## src/rtl/binary_mul_7_share_arb_if.sv

```systemverilog
// Request/response channels between client blocks and the shared 7x7 multiplier arbiter.
// master = client side, slave = arbiter side.
interface binary_mul_7_share_arb_if #(
  parameter int NUM_REQ = 4
);
  localparam int ID_W = $clog2(NUM_REQ);

  logic [NUM_REQ-1:0]   req_valid;
  logic [7*NUM_REQ-1:0] req_a;
  logic [7*NUM_REQ-1:0] req_b;
  logic [NUM_REQ-1:0]   req_ready;
  logic                 rsp_valid;
  logic [ID_W-1:0]      rsp_id;
  logic [13:0]          rsp_p;
  logic                 rsp_ready;

  modport master (
    output req_valid, req_a, req_b, rsp_ready,
    input  req_ready, rsp_valid, rsp_id, rsp_p
  );

  modport slave (
    input  req_valid, req_a, req_b, rsp_ready,
    output req_ready, rsp_valid, rsp_id, rsp_p
  );
endinterface

```

## src/rtl/binary_mul_7_share_arb.sv

```systemverilog
// Round-robin sequencer sharing one registered 7x7 multiplier among NUM_REQ requesters.
// Optional macro BMUL_ARB_ZERO_BYPASS_EN: ops with a zero operand skip the multiplier.
module binary_mul_7_share_arb #(
  parameter int NUM_REQ = 4,
  parameter int MUL_LAT = 1
) (
  input  logic                          clk,
  input  logic                          rst_n,
  binary_mul_7_share_arb_if.slave       bus,
  output logic [6:0]                    mul_a,
  output logic [6:0]                    mul_b,
  output logic                          mul_en,
  input  logic [13:0]                   mul_p,
  output logic                          busy
);
  localparam int ID_W  = $clog2(NUM_REQ);
  localparam int CNT_W = (MUL_LAT > 1) ? $clog2(MUL_LAT) : 1;

  typedef enum logic [1:0] {IDLE, ISSUE, WAIT, RESP} state_t;

  state_t          state;
  logic [ID_W-1:0] rr_ptr;
  logic [CNT_W-1:0] wcnt;
  logic [ID_W-1:0] grant;
  logic [ID_W-1:0] scan;
  logic            grant_vld;
  logic [6:0]      sel_a;
  logic [6:0]      sel_b;
  logic            accept;

  // Scan from farthest to nearest so the requester closest after rr_ptr wins.
  always_comb begin
    grant     = '0;
    grant_vld = 1'b0;
    scan      = '0;
    for (int k = NUM_REQ; k >= 1; k--) begin
      scan = ID_W'((int'(rr_ptr) + k) % NUM_REQ);
      if (bus.req_valid[scan]) begin
        grant     = scan;
        grant_vld = 1'b1;
      end
    end
  end

  always_comb begin
    sel_a = '0;
    sel_b = '0;
    for (int i = 0; i < NUM_REQ; i++) begin
      if (grant == ID_W'(i)) begin
        sel_a = bus.req_a[7*i +: 7];
        sel_b = bus.req_b[7*i +: 7];
      end
    end
  end

  assign accept = (state == IDLE) && grant_vld;

  // Held at zero during reset so no grant is visible before the FSM is live.
  always_comb begin
    bus.req_ready = '0;
    if (rst_n && accept) bus.req_ready[grant] = 1'b1;
  end

  always_ff @(posedge clk) begin
    if (!rst_n) begin
      state         <= IDLE;
      rr_ptr        <= ID_W'(NUM_REQ - 1);
      wcnt          <= '0;
      mul_a         <= '0;
      mul_b         <= '0;
      mul_en        <= 1'b0;
      busy          <= 1'b0;
      bus.rsp_valid <= 1'b0;
      bus.rsp_id    <= '0;
      bus.rsp_p     <= '0;
    end else begin
      case (state)
        IDLE: begin
          if (accept) begin
            rr_ptr     <= grant;
            bus.rsp_id <= grant;
            busy       <= 1'b1;
`ifdef BMUL_ARB_ZERO_BYPASS_EN
            if (sel_a == 7'd0 || sel_b == 7'd0) begin
              bus.rsp_p     <= '0;
              bus.rsp_valid <= 1'b1;
              state         <= RESP;
            end else begin
              mul_a  <= sel_a;
              mul_b  <= sel_b;
              mul_en <= 1'b1;
              state  <= ISSUE;
            end
`else
            mul_a  <= sel_a;
            mul_b  <= sel_b;
            mul_en <= 1'b1;
            state  <= ISSUE;
`endif
          end
        end
        ISSUE: begin
          mul_en <= 1'b0;
          wcnt   <= CNT_W'(MUL_LAT - 1);
          state  <= WAIT;
        end
        // The product is only trusted in the last WAIT cycle.
        WAIT: begin
          if (wcnt == '0) begin
            bus.rsp_p     <= mul_p;
            bus.rsp_valid <= 1'b1;
            state         <= RESP;
          end else begin
            wcnt <= wcnt - CNT_W'(1);
          end
        end
        RESP: begin
          if (bus.rsp_ready) begin
            bus.rsp_valid <= 1'b0;
            busy          <= 1'b0;
            state         <= IDLE;
          end
        end
        default: state <= IDLE;
      endcase
    end
  end
endmodule
```

## src/flat_wrapper.sv

```systemverilog
// flat-port wrapper written by rule: the top's interface ports become plain ports
module binary_mul_7_share_arb_flat 
#(
  parameter int NUM_REQ = 4,
  parameter int MUL_LAT = 1
)
  (clk, rst_n, mul_a, mul_b, mul_en, mul_p, busy, bus_req_valid, bus_req_a, bus_req_b, bus_rsp_ready, bus_req_ready, bus_rsp_valid, bus_rsp_id, bus_rsp_p);
  binary_mul_7_share_arb_if #(.NUM_REQ(NUM_REQ)) bus_i ();
  input  logic clk;
  input  logic rst_n;
  output logic [6:0] mul_a;
  output logic [6:0] mul_b;
  output logic mul_en;
  input  logic [13:0] mul_p;
  output logic busy;
  input wire logic [$bits(bus_i.req_valid)-1:0] bus_req_valid;
  input wire logic [$bits(bus_i.req_a)-1:0] bus_req_a;
  input wire logic [$bits(bus_i.req_b)-1:0] bus_req_b;
  input wire logic [$bits(bus_i.rsp_ready)-1:0] bus_rsp_ready;
  output wire logic [$bits(bus_i.req_ready)-1:0] bus_req_ready;
  output wire logic [$bits(bus_i.rsp_valid)-1:0] bus_rsp_valid;
  output wire logic [$bits(bus_i.rsp_id)-1:0] bus_rsp_id;
  output wire logic [$bits(bus_i.rsp_p)-1:0] bus_rsp_p;
  assign bus_i.req_valid = bus_req_valid;
  assign bus_i.req_a = bus_req_a;
  assign bus_i.req_b = bus_req_b;
  assign bus_i.rsp_ready = bus_rsp_ready;
  assign bus_req_ready = bus_i.req_ready;
  assign bus_rsp_valid = bus_i.rsp_valid;
  assign bus_rsp_id = bus_i.rsp_id;
  assign bus_rsp_p = bus_i.rsp_p;
  binary_mul_7_share_arb #(.NUM_REQ(NUM_REQ), .MUL_LAT(MUL_LAT)) u_core (.clk(clk), .rst_n(rst_n), .bus(bus_i), .mul_a(mul_a), .mul_b(mul_b), .mul_en(mul_en), .mul_p(mul_p), .busy(busy));
endmodule
```

## config.mk

```make
export PLATFORM = sky130hd
export DESIGN_NAME = binary_mul_7_share_arb_flat
export DESIGN_NICKNAME = d
export VERILOG_FILES = /design/src/rtl/binary_mul_7_share_arb_if.sv /design/src/rtl/binary_mul_7_share_arb.sv /design/src/flat_wrapper.sv
export SDC_FILE = /design/constraint.sdc
export NUM_CORES = 1
export LEC_CHECK = 0
export CELL_PAD_IN_SITES_DETAIL_PLACEMENT = 1
export CELL_PAD_IN_SITES_GLOBAL_PLACEMENT = 2
export CORE_MARGIN = 5
export CORE_UTILIZATION = 23
export DETAILED_ROUTE_END_ITERATION = 16
export GPL_ROUTABILITY_DRIVEN = 0
export PLACE_DENSITY_LB_ADDON = 0.15
export SLEW_MARGIN = 15
export SYNTH_ARGS = -nofsm -noshare
export SYNTH_HDL_FRONTEND = slang
export SYNTH_SLANG_ARGS = --single-unit
```

## constraint.sdc

```tcl
create_clock -name clk -period 3.3 [get_ports clk]
set_input_delay 0.99 -clock clk [delete_from_list [all_inputs] [get_ports clk]]
set_output_delay 0.99 -clock clk [all_outputs]
set_load 0.05 [all_outputs]
```

==> flow_summary.ini <==
[timing]
period_needed_ns = 3.23
slew_viol_final = 0
setup_violations = 0
min_period_over_period_pct = 97.8
final-hold-violation-count = 0
rsz0062_at_grt = false
skew_ns = 0.00653
fmax_ghz = 0.310
tightest_slew_ns = 0.919
max-slew-margin-rel_pct = 38.7

[layout]
finish.instance_area_mm2 = 0.00369
antenna_cells = 0
layout-drive-gt1-share_pct = 16.8
fin_util_pct = 42.4
area_growth_pct = 80.1
final_common_cell = clkdlybuf4s50_1
num-nets-final = 444
most-common-layout-cells = clkdlybuf4s50_1 (105), dfxtp_1 (37), buf_4 (33)

[power]
peakVddDrop_v = 0.000356
power_per_cell_area_mw_per_mm2 = 792
leakage_nw = 1.41

[floorplan]
num_io_pins = 114
start_util_pct = 23.5
die_h_um = 104
rows = 34
die_x_um = 104
die-area_mm2 = 0.0109
coreArea_mm2 = 0.00872

[global_route]
grt_usage_pct = 13.4
grt_pass1_vias = 2338
grt-ovfl-total = 0
grt_pass1_wl_mm = 12.0
grt_antenna_before_repair = 0
grt_max_degree = 22

[synth]
ys_top_cells_by_area = dfxtp_1 (36%), mux2i_1 (15%), a211o_1 (5.5%)
ys_ff_latch = 37
yosys_warnings = 0
yosysTopAreaCell = dfxtp_1
syn_area_per_cell_um2 = 9.20
netlist.area_leader.share_pct = 36.1
synth_area_mm2 = 0.00205
synth_cell_types = 37
synth_nets = 305
ys_seq_area_share_pct = 36.1
synth_cells = 223

[setup_path]
crit_arrival_ns = 2.24
crit_type = in2out
timing.rr.start = u_core.state[0]
worst_path_largest_cell_delay_ns = 0.30
worstSetupStartpointType = input pin
path_cells = dlygate4sd2_1 -> nor2_1 -> a21boi_1 -> nand2_1 -> or2_4 -> nor2_4 -> buf_12
slowest_stage = or2_4
required_ns = 2.31
startpoint = bus_req_valid[3]
cp_max_fo = 3
endpoint_kind = output pin

[detailed_routing]
antenna_left = 0
drtIter0Drc = 36
postRouteWirelength_mm = 7.55
drc = 0
num_vias = 2169
wire_per_inst_um = 16.0
via_per_inst = 4.61
drtPass1Iterations = 4

[place]
dpl_cell_area_mm2 = 0.00344
io_buffers = 113
place_hpwl_mm = 5.74

[clock_tree]
cts_root_buf = clkbuf_8
cts_buffers = 5
htreeDepth = 2
clockBufferDepth = 2
clkSinkCount = 37
insertion_delay_ns = 0.29
tritoncts = done
path_clk_slew_ns = 0.08

[worst_hold_path]
hp-class = reg2reg
min_from = u_core.bus.rsp_id[1]

[outcome]
outcome = completed

[run]
cap_violations = 0
## final cells by class
type / count / area [µm²]
clock buffers: 6 / 72.6
clock inverters: 2 / 38.8
repair buffers: 146 / 1410
flip-flops and latches: 37 / 741
fillers: 1002 / 5030
well taps: 108 / 135
inverters: 4 / 15.0
multi-input cells: 168 / 1280
## power breakdown
group          switching, mW  internal [mW]  leakage (nW)
Sequential             0.108          0.602         0.304
Combinational           1.05          0.767          1.05
Clock                  0.174          0.227        0.0554
## registers in the layout, summed over array words and instances (netlist names)
signal,count
u_core.bus.rsp_id,2
u_core.bus.rsp_p,14
u_core.bus.rsp_valid,1
u_core.busy,1
u_core.mul_a,7
u_core.mul_b,7
u_core.mul_en,1
u_core.rr_ptr,2
u_core.state,2
## stage by stage
step / power [mW] / worst slack [ns] / instances / setup TNS (ns) / hold WS, ns
global placement: 2.42 / -0.201 / 451 / -0.713 / 0.453
global route: 3.12 / 0.00449 / 471 / 0 / 0.501
floorplan: 1.81 / -0.144 / 223 / -0.288 / 0.527
detailed placement: 2.44 / -0.195 / 451 / -0.710 / 0.465
finish: 2.93 / 0.0737 / 471 / 0 / 0.469
CTS: 2.97 / 0.0989 / 471 / 0 / 0.475
## kinds of logic (layout without fill, tap and decap cells)
kind of cell	count (synthesis)	count (layout)	synth area share, %
simple gates	73	73	18.1
compound gates	59	59	22.6
flops	37	37	36.1
mux	31	31	15.3
buf+inv	18	158	4.88
fa+ha+maj	5	5	3.05
## cell usage after synthesis
cell type	number
dfxtp_1	37
mux2i_1	30
nand2_1	20
nor2b_1	18
o21ai_0	16
nand3_1	14
a211o_1	13
o211ai_1	13
nor2_1	12
buf_2	5
clkbuf_1	5
ha_1	5
a21oi_1	4
inv_1	4
buf_6	3
and2_1	2
nand2b_1	2
a21boi_0	1
a21boi_1	1
a21boi_2	1
a21oi_2	1
a2bb2oi_4	1
a31oi_1	1
and2b_4	1
and3_1	1
buf_4	1
mux2i_2	1
nand2_4	1
nand3_2	1
o211a_1	1
o21ai_1	1
o21ba_2	1
o21bai_4	1
o221ai_1	1
o2bb2ai_2	1
o41ai_2	1
or2_1	1
## worst paths after layout
kind / endpoint / slack (ns) / cells past startpoint
worst min-delay path: u_core.bus.rsp_id[1] / 0.47 / 2
worst min register to register: u_core.bus.rsp_id[1] / 0.47 / 2
worst max register to register: u_core.mul_b[2] / 0.38 / 17
worst max-delay path: bus_req_ready[0] / 0.07 / 7
## worst max-delay path, delay by kind of cell
kind                   cells  cell delay (ns)
and+or+nand+nor            4             0.63
AOI/OAI and AO/OA          1             0.22
buffers and inverters      2             0.38
## layer usage
layer  track usage, %  up-vias  wire, µm
li1                 -     1073         -
met1             16.6     1022      3320
met2             22.5       72      3570
met3             5.52        2       636
met4             1.39        0        19
met5                0        -         0
## timing repair
action,4_1_cts,5_1_grt
gates resized for setup,16,0
hold buffers,0,0
buffers inserted,12,0
setup endpoints to repair,4,0
Power figures use the tool's default switching activity.
